$ cat src/rtl/rsc_pkg.sv
// rsc_pkg: shared FSM states, tail length, tap masks and default width for the RSC frame controller
package rsc_pkg;
  typedef enum logic [1:0] {IDLE, DATA, TAIL, DRAIN} state_t;
  localparam int TAIL_STEPS = 3;
  localparam logic [2:0] FB_TAPS = 3'b011;
  localparam logic [2:0] PAR_TAPS = 3'b101;
  localparam int LEN_W_DEF = 13;
endpackage

$ cat src/rtl/rsc_state_reg.sv
// rsc_state_reg: 3-bit RSC encoder state {s1,s2,s3} (clk/rst/clr/en/u in; fb/par/s out), fb=s2^s3, par=u^fb^s1^s3
module rsc_state_reg
  import rsc_pkg::*;
(
  input  logic       clk,
  input  logic       rst,
  input  logic       clr,
  input  logic       en,
  input  logic       u,
  output logic       fb,
  output logic       par,
  output logic [2:0] s
);
  logic a;
  assign fb = ^(s & FB_TAPS);
  assign a = u ^ fb;
  assign par = a ^ (^(s & PAR_TAPS));
  always_ff @(posedge clk or posedge rst)
    if (rst) s <= '0;
    else if (clr) s <= '0;
    else if (en) s <= {a, s[2:1]};
endmodule

$ cat src/rtl/rsc_frame_ctrl.sv
// rsc_frame_ctrl: RSC frame sequencer (start/frame_len, in_valid/in_ready/in_bit in; out_valid/out_ready/out_sys/out_par/out_tail/out_last, busy, done)
module rsc_frame_ctrl
  import rsc_pkg::*;
#(
  parameter int LEN_W = LEN_W_DEF
) (
  input  logic             clk,
  input  logic             rst,
  input  logic             start,
  input  logic [LEN_W-1:0] frame_len,
  input  logic             in_valid,
  input  logic             in_bit,
  output logic             in_ready,
  output logic             out_valid,
  output logic             out_sys,
  output logic             out_par,
  output logic             out_tail,
  output logic             out_last,
  input  logic             out_ready,
  output logic             busy,
  output logic             done
);
  state_t state, state_nx;
  logic [LEN_W-1:0] cnt;
  logic [1:0] tail_cnt;
  logic slot_free, data_step, tail_step, step, accept, start_ok, tail_last, u, fb, par;
  logic [2:0] s;
  assign slot_free = !out_valid || out_ready;
  assign in_ready = state == DATA && slot_free;
  assign data_step = in_valid && in_ready;
  assign tail_step = state == TAIL && slot_free;
  assign step = data_step || tail_step;
  assign accept = out_valid && out_ready;
  assign start_ok = state == IDLE && start;
  assign tail_last = tail_cnt == 2'(TAIL_STEPS - 1);
  assign u = tail_step ? fb : in_bit;
  assign busy = state != IDLE;
  rsc_state_reg u_sr (
    .clk(clk),
    .rst(rst),
    .clr(start_ok),
    .en (step),
    .u  (u),
    .fb (fb),
    .par(par),
    .s  (s)
  );
  always_comb begin
    state_nx = state;
    case (state)
      IDLE:    state_nx = start ? (frame_len == '0 ? TAIL : DATA) : IDLE;
      DATA:    state_nx = (data_step && cnt == LEN_W'(1)) ? TAIL : DATA;
      TAIL:    state_nx = (tail_step && tail_last) ? DRAIN : TAIL;
      default: state_nx = accept ? IDLE : DRAIN;
    endcase
  end
  always_ff @(posedge clk or posedge rst)
    if (rst) begin
      state <= IDLE;
      cnt <= '0;
      tail_cnt <= '0;
      done <= 1'b0;
      out_valid <= 1'b0;
      {out_sys, out_par, out_tail, out_last} <= '0;
    end else begin
      state <= state_nx;
      done <= state == DRAIN && accept;
      cnt <= start_ok ? frame_len : data_step ? cnt - LEN_W'(1) : cnt;
      tail_cnt <= start_ok ? 2'd0 : tail_step ? tail_cnt + 2'd1 : tail_cnt;
      if (step) begin
        out_valid <= 1'b1;
        {out_sys, out_par, out_tail, out_last} <= {u, par, tail_step, tail_step && tail_last};
      end else if (out_ready) out_valid <= 1'b0;
    end
endmodule

$ cat config.mk
export PLATFORM = sky130hd
export DESIGN_NAME = rsc_frame_ctrl
export DESIGN_NICKNAME = d
export VERILOG_FILES = /design/src/rtl/rsc_pkg.sv /design/src/rtl/rsc_state_reg.sv /design/src/rtl/rsc_frame_ctrl.sv
export SDC_FILE = /design/constraint.sdc
export NUM_CORES = 1
export LEC_CHECK = 0
export CAP_MARGIN = 5
export CORE_MARGIN = 2
export CORE_UTILIZATION = 50
export DETAILED_ROUTE_END_ITERATION = 8
export DONT_BUFFER_PORTS = 1
export GPL_TIMING_DRIVEN = 1
export PLACE_DENSITY = 0.62
export SLEW_MARGIN = 30
export SYNTH_ARGS = -nofsm -noshare
export SYNTH_HDL_FRONTEND = slang
export SYNTH_SLANG_ARGS = --single-unit
$ cat constraint.sdc
create_clock -name clk -period 3.62 [get_ports clk]
set_input_delay 0.724 -clock clk [delete_from_list [all_inputs] [get_ports clk]]
set_output_delay 0.724 -clock clk [all_outputs]
set_load 0.1 [all_outputs]
==> impl_metrics.toml, run 1 <==
[placement]
hpwl_mm = 2.364
place_ws_ps = 1418
place_congestion = 0.8257
numPlacedInstances = 176
portBuffers = 0

[synth]
synth_edf_count = 0
synth_fp_nets = 173
ys_ff_latch = 26
synthFlopType = "dfrtp_1"
yosysSeqAreaShare_pct = 45.14
ys.warnings.count = 0
syn_area_mm2 = 0.001441
syn_avg_cell_area_um2 = 9.546
synth_cells = 151
synth_cell_types = 49
ys_async_sr_fraction_pct = 100.0

[grt]
overflow = 0
grt_pass1_wl_mm = 5.492
grt_usage_pct = 21.54
grt_pass1_vias = 1153
grt_max_degree = 27
grt_antenna_before_repair = 0

[finish]
final_common_cell = "dfrtp_1"
final_cells = 180
regArea_um2 = 650.6
nFillCells = 259
nets = 172
final_cell_mix = "dfrtp_1 (26), nor2_1 (13), nand2_1 (12)"
area_growth_pct = 4.167
n_antenna_cell = 0
drive_above_1_share_pct = 10.07
multi_input_area_um2 = 730.7

[sta]
final-hold-violation-count = 0
setup_viol = 0
fin_ws_ps = 1085
worst_clock_skew_ps = 1.676
fin_tns_setup_ps = 0
layout_min_cycle_time_ps = 2535
clock.fmax_ghz = 0.3945
rsz0062_at_grt = "no"
timing.slew.headroom_pct = 40.02
finalMaxSlewViolations = 0
tightest_slew_ps = 899.7
fin_crit_sh_pct = 70.03

[clock_network]
clockBufferDepth = 2
post_cts.repair.setup_buffers = 0
cts_resized = 0
cts_tree = "done"
postCtsHoldBufs = 0
cts_buffers = 3
htreeDepth = 1
root_buffer = "clkbuf_4"
clk_pin_slew_ps = 150
cts_num_sinks = 26
insertion_delay_ps = 330

[floorplan]
rows = 19
start_util_pct = 52.27
die_h_um = 57.69
core-area_mm2 = 0.002758
dieArea_mm2 = 0.003328
die_w_um = 57.69
ioPinCount = 27

[worst_setup_path]
critical_path_arrival_ps = 1810
crit_path_start = "state[0]"
critPathLaunchType = "flip-flop"
cp_cell_sequence = "nor2b_1, and2_1, buf_4"
path_max_fanout = 9
cp-end-kind = "output port"
cpMaxStageDelayCell = "dfrtp_1"
path_class = "flip-flop to output port"
worst_ep_required_time_ps = 2900
r2r_start = "state[0]"
crit_path_max_incr_delay_ps = 500

[routing]
wl_mm = 3.344
wl_per_cell_um = 18.58
drtAntennaViolNets = 0
drt-vias-per-instance = 6.622
firstDrtPassIters = 4
vias = 1192
drt_iter0_drc = 66
drc = 0

[power_and_ir_drop]
power_frac_seq_pct = 44.0
p_leak_nw = 0.6473
switching_share_pct = 52.07
p_sw_mw = 0.8049
pwr-share-clk_pct = 10.1
vdd_ir_drop_max_mv = 0.5876
combPwrFrac_pct = 45.9
power.internal_mw = 0.7410
p_per_area_mw_per_mm2 = 1030

[run]
max-cap-violations = 0

[hold_path]
hold_class = "primary input to asynchronous set/reset pin"

[run_status]
outcome = "finished, final reports clean"
## power groups by stage
stage | sequential (mW) | clock (mW) | combinational (mW)
after floorplan | 0.686 | 0 | 0.573
final | 0.680 | 0.156 | 0.710
after CTS | 0.679 | 0.157 | 0.707
after global placement | 0.681 | 0 | 0.695
after global routing | 0.702 | 0.169 | 0.775
after detailed placement | 0.686 | 0 | 0.706
## cell type report
| cell class | count | share of cell area (%) |
|---|---|---|
| clock buffer | 4 | 2.417 |
| sequential | 26 | 43.33 |
| inverter | 6 | 1.500 |
| tap | 31 | 2.583 |
| multi-input combinational | 110 | 48.67 |
| timing repair buffer | 3 | 1.500 |
## metal layers
| metal | share of wire (%) | routed length (um) | GRT usage (%) | vias to the layer above |
|---|---|---|---|---|
| met1 | 44 | 1465 | 28.01 | 589 |
| met4 | 0.75 | 25 | 6.977 | 0 |
| met3 | 4.0 | 135 | 4.241 | 4 |
| met5 | 0 | 0 | 0 | - |
| li1 | - | - | - | 569 |
| met2 | 51 | 1718 | 36.20 | 30 |
## path summary, 6_finish.rpt
| kind | endpoint | slack (ps) | cells past startpoint |
|---|---|---|---|
| max | in_ready | 1080 | 3 |
| min | out_tail | 300 | 1 |
| max reg2reg | cnt[12] | 1360 | 4 |
| min reg2reg | tail_cnt[0] | 510 | 1 |
| max in group asynchronous | cnt[11] | 2960 | 1 |
| min in group clk | cnt[12] | 510 | 1 |
## worst max-delay path, delay by kind of cell (launching register included)
kind          cells  cell delay, ps
buf+inv           1             280
simple gates      2             690
flops             1             500
## kinds of logic after synthesis
family,synth area share [%]
buffers and inverters,4.166
xor gates and xnor gates,3.472
adders and majority gates,2.604
AOI/OAI and AO/OA,21.27
and+or+nand+nor,23.35
DFF,45.14
## synth_stat cells, types with 2 or more instances
master / number / area (um^2)
a21oi_1: 3 / 15.01
a221o_1: 7 / 70.07
a31oi_1: 2 / 12.51
buf_2: 2 / 10.01
clkbuf_1: 6 / 22.52
dfrtp_1: 26 / 650.6
ha_1: 3 / 37.54
inv_1: 6 / 22.52
nand2_1: 12 / 45.04
nand2b_1: 2 / 12.51
nand3_1: 6 / 30.03
nand4_1: 6 / 37.54
nor2_1: 13 / 48.80
nor2b_1: 2 / 12.51
nor3_1: 6 / 30.03
nor3b_1: 2 / 15.01
nor4_1: 2 / 12.51
o21ai_0: 9 / 45.04
o221ai_1: 2 / 17.52
o311a_1: 2 / 20.02
o311ai_0: 2 / 17.52
or3_1: 2 / 12.51
xnor2_1: 2 / 17.52
## state kept, by name, summed over array words and instances, names as in the netlist
register   flops
out_last       1
out_valid      1
out_par        1
tail_cnt       2
out_sys        1
state          2
u_sr.s         3
out_tail       1
done           1
cnt           13
## stage by stage
stage	total power [mW]	utilization (%)	hold slack, ps	area (um^2)
floorplan	1.259	-	460.9	1441
detailed placement	1.392	53.13	489.8	1465
CTS	1.544	54.45	319.0	1501
finish	1.546	54.45	296.9	1501
global placement	1.376	53.13	478.8	1465
global route	1.646	54.45	326.5	1501
No activity file was read; power rests on OpenSTA's default activity.
==> run 2: changes to the inputs <==
clock period = 2.6 ns   (was 3.62 ns; I/O delays follow)
==> impl_metrics.toml, run 2 (same netlist as run 1, synthesis figures left out) <==
[worst_setup_path]
cp-end-kind = "flip-flop"
r2r_cells = 4
cp_cell_sequence = "or4_1, or3_4, o311ai_0, o311ai_1"
crit_end = "cnt[10]"
r2r_setup_slack_ps = 500
cp_num_cells = 4
critPathLaunchType = "flip-flop"
crit_path_start = "cnt[3]"
r2r-end = "cnt[10]"
critical_path_arrival_ps = 2310
cpLargestDelayFamily = "simple AND/OR/NAND/NOR gates"
path_max_fanout = 7
cpMaxStageDelayCell = "or4_1"
r2r_start = "cnt[3]"
cp_num_buf_inv = 0
worst_ep_required_time_ps = 2810
crit_path_max_incr_delay_ps = 640
path_class = "flip-flop to flip-flop"

[floorplan]
core-area_mm2 = 0.002758
dieArea_mm2 = 0.003328
rows = 19
die_w_um = 57.69
start_util_pct = 52.27
ioPinCount = 27
die_h_um = 57.69

[clock_network]
postCtsHoldBufs = 0
cts_buffers = 3
insertion_delay_ps = 320
cts_tree = "done"
cts_num_sinks = 26
clk_pin_slew_ps = 160
post_cts.repair.setup_buffers = 0
htreeDepth = 1
cts_resized = 0
root_buffer = "clkbuf_4"
clockBufferDepth = 2

[power_and_ir_drop]
p_sw_mw = 1.120
vdd_ir_drop_max_mv = 1.060
combPwrFrac_pct = 46.6
power_frac_seq_pct = 43.7
switching_share_pct = 51.56
power.internal_mw = 1.052
power_mw = 2.172
p_leak_nw = 0.6624
pwr-share-clk_pct = 9.7
p_per_area_mw_per_mm2 = 1425

[grt]
grt_antenna_before_repair = 0
grt_pass1_vias = 1216
grt_max_degree = 27
grt_use_met3_pct = 2.679
use_met1_pct = 28.94
overflow = 0
use_met2_pct = 38.64
grt-busiest-layer = "met2"
grt_pass1_wl_mm = 5.796
grt_usage_pct = 22.09

[run]
max-cap-violations = 0

[routing]
wl_mm = 3.369
drt_iter0_drc = 57
wl_per_cell_um = 18.41
firstDrtPassIters = 5
drc = 0
vias = 1221
drt-vias-per-instance = 6.672
drtAntennaViolNets = 0

[hold_path]
hold_class = "primary input to asynchronous set/reset pin"

[sta]
finalMaxSlewViolations = 0
layout_min_cycle_time_ps = 2101
fin_crit_sh_pct = 80.81
timing.slew.headroom_pct = 40.06
fin_tns_setup_ps = 0
setup_viol = 0
final-hold-violation-count = 0
clock.fmax_ghz = 0.4759
tightest_slew_ps = 899.0
worst_clock_skew_ps = 14.61
rsz0062_at_grt = "no"

[placement]
place_congestion = 0.8598
hpwl_mm = 2.373
numPlacedInstances = 179
portBuffers = 0

[finish]
nets = 175
final_util_pct = 55.26
reg_top3 = "cnt (13), u_sr.s (3)"
final_common_cell = "dfrtp_1"
largest_register_ffs = 13
largest_register = "cnt"
drive_above_1_share_pct = 11.18
final_cell_mix = "dfrtp_1 (26), nor2_1 (13), nand2_1 (12)"
n_antenna_cell = 0
final_cells = 183
area_growth_pct = 5.729

[run_status]
outcome = "finished, final reports clean"
==> run 2: cell count changes in the layout (fill, tap and decap cells not counted), sizes merged <==
| cell | previous run | this run |
|---|---|---|
| buf | 3 | 6 |
==> run 2: layout make-up <==
type,instances,area [um^2]
clock buffer,4,36.28
fill,251,1234
inverter,6,22.52
multi-input combinational,110,730.7
sequential,26,650.6
tap,31,38.79
timing repair buffer,6,45.04
==> run 2: worst min path at each step <==
stage | from | end | slack, ps
after global routing | rst | out_valid | 130
after CTS | rst | out_valid | 130
after floorplan | tail_cnt[0] | tail_cnt[0] | 460
final | rst | out_valid | 120
after detailed placement | tail_cnt[0] | tail_cnt[0] | 480
after global placement | tail_cnt[0] | tail_cnt[0] | 480
==> run 2: metal layers <==
metal / up-vias / routed length [um]
met1: 613 / 1476
met3: 4 / 129
met2: 31 / 1730
met5: - / 0
li1: 573 / -
met4: 0 / 32
==> run 2: power by group through the flow <==
stage / clock (mW) / combinational, mW / sequential, mW
floorplan: 0 / 0.798 / 0.955
global placement: 0 / 0.988 / 0.951
detailed placement: 0 / 1.00 / 0.957
CTS: 0.213 / 1.01 / 0.949
global route: 0.230 / 1.11 / 0.977
finish: 0.211 / 1.01 / 0.950
==> run 2: through the flow <==
stage                     hold WS [ps]  cell area [um^2]  setup slack, ps
after floorplan                  460.9              1441            209.6
after global placement           482.8              1488            570.6
after detailed placement         484.7              1488            507.4
after CTS                        125.2              1524            492.4
after global routing             132.1              1524            384.4
final                            115.6              1524            498.8
==> run 3: changes to the inputs <==
clock period = 2.2 ns   (was 2.6 ns; I/O delays follow)
==> impl_metrics.toml, run 3 (same netlist as run 1, synthesis figures left out) <==
[worst_setup_path]
path_class = "flip-flop to output port"
cp-end-kind = "output port"
cp_num_buf_inv = 2
critical_path_arrival_ps = 1610
crit_top_cell = "buf_4"
cp_cell_sequence = "nor2b_1, buf_4, and2_2, buf_4"
cpMaxStageDelayCell = "dfrtp_2"
critPathLaunchType = "flip-flop"
crit_path_max_incr_delay_ps = 470
worst_ep_required_time_ps = 1760
cpLargestDelayFamily = "flip-flops"
path_max_fanout = 9

[clock_network]
post_cts.repair.setup_buffers = 0
clk_pin_slew_ps = 140
insertion_delay_ps = 330
cts_resized = 0
postCtsHoldBufs = 0
clockBufferDepth = 2
cts_buffers = 3
root_buffer = "clkbuf_4"
cts_num_sinks = 26
htreeDepth = 1
cts_tree = "done"

[finish]
largest_register = "cnt"
largest_register_ffs = 13
area_growth_pct = 9.548
reg_top3 = "cnt (13), u_sr.s (3)"
nets = 182
final_cell_mix = "dfrtp_1 (25), nor2_1 (13), buf_4 (13)"
drive_above_1_share_pct = 16.35
final_cells = 190
n_antenna_cell = 0
final_util_pct = 57.26
final_common_cell = "dfrtp_1"

[floorplan]
die_h_um = 57.69
ioPinCount = 27
dieArea_mm2 = 0.003328
core-area_mm2 = 0.002758
rows = 19
start_util_pct = 52.27
die_w_um = 57.69

[power_and_ir_drop]
power_mw = 2.649
vdd_ir_drop_max_mv = 1.211
combPwrFrac_pct = 57.0
pwr-share-clk_pct = 9.3
p_sw_mw = 1.342
p_leak_nw = 0.6965
switching_share_pct = 50.64
power_frac_seq_pct = 33.6
power.internal_mw = 1.307
p_per_area_mw_per_mm2 = 1678

[routing]
vias = 1228
drt-vias-per-instance = 6.463
drtAntennaViolNets = 0
drc = 0
firstDrtPassIters = 4
wl_mm = 3.370
wl_per_cell_um = 17.74
drt_iter0_drc = 45

[sta]
rsz0062_at_grt = "no"
layout_min_cycle_time_ps = 2054
finalMaxSlewViolations = 0
worst_clock_skew_ps = 2.684
whs_ps = 29.33
fin_crit_sh_pct = 93.35
final-hold-violation-count = 0
clock.fmax_ghz = 0.4869
tightest_slew_ps = 513.4
setup_viol = 0
timing.slew.headroom_pct = 65.98
fin_tns_setup_ps = 0

[run]
max-cap-violations = 0

[placement]
hpwl_mm = 2.456
numPlacedInstances = 186
place_congestion = 0.8840
portBuffers = 0

[grt]
overflow = 0
grt_pass1_vias = 1224
grt_usage_pct = 22.01
grt_antenna_before_repair = 0
grt_max_degree = 27
grt_pass1_wl_mm = 5.637

[hold_path]
hold_class = "primary input to asynchronous set/reset pin"

[run_status]
outcome = "finished, final reports clean"
-- run 3: cell count changes in the layout (fill, tap and decap cells not counted) --
cell	previous run	this run
dfrtp_2	0	1
and2_2	0	1
buf_4	6	13
dfrtp_1	26	25
and2_1	1	0
-- run 3: per-stage QoR --
stage | instance area (um^2) | worst slack [ps]
CTS | 1578 | 75.34
global route | 1579 | 52.18
detailed placement | 1541 | 166.6
floorplan | 1443 | 48.52
finish | 1579 | 146.4
global placement | 1541 | 227.0
-- run 3: path summary, 6_finish.rpt --
| path | end | slack [ps] | startpoint | depth (start not counted) |
|---|---|---|---|---|
| worst min register to register | out_tail | 500 | out_tail | 2 |
| worst min-delay path | out_tail | 30 | rst | 2 |
| worst max register to register | cnt[11] | 150 | cnt[3] | 4 |
| max in group asynchronous | state[0] | 1900 | rst | 2 |
| min in group clk | cnt[12] | 230 | frame_len[12] | 1 |
| worst max-delay path | in_ready | 150 | state[0] | 4 |
-- run 3: layout make-up --
cell class | count | area [um^2]
clock buffer | 4 | 36.28
fill | 254 | 1179
inverter | 6 | 22.52
multi-input combinational | 110 | 732.0
sequential | 26 | 651.9
tap | 31 | 38.79
timing repair buffer | 13 | 97.59
-- run 3: per-layer routing --
metal / global-route usage (%) / vias to the layer above / wire (um)
met4: 10.63 / 0 / 70
li1: - / 592 / -
met3: 3.348 / 6 / 179
met1: 27.58 / 591 / 1439
met2: 37.18 / 39 / 1680
met5: 0 / - / 0
-- run 3: power groups by stage --
| stage | clock [mW] | combinational, mW | sequential, mW |
|---|---|---|---|
| after CTS | 0.256 | 1.51 | 0.888 |
| after floorplan | 0 | 0.947 | 1.13 |
| final | 0.247 | 1.51 | 0.891 |
| after detailed placement | 0 | 1.50 | 0.899 |
| after global routing | 0.269 | 1.63 | 0.921 |
| after global placement | 0 | 1.48 | 0.889 |
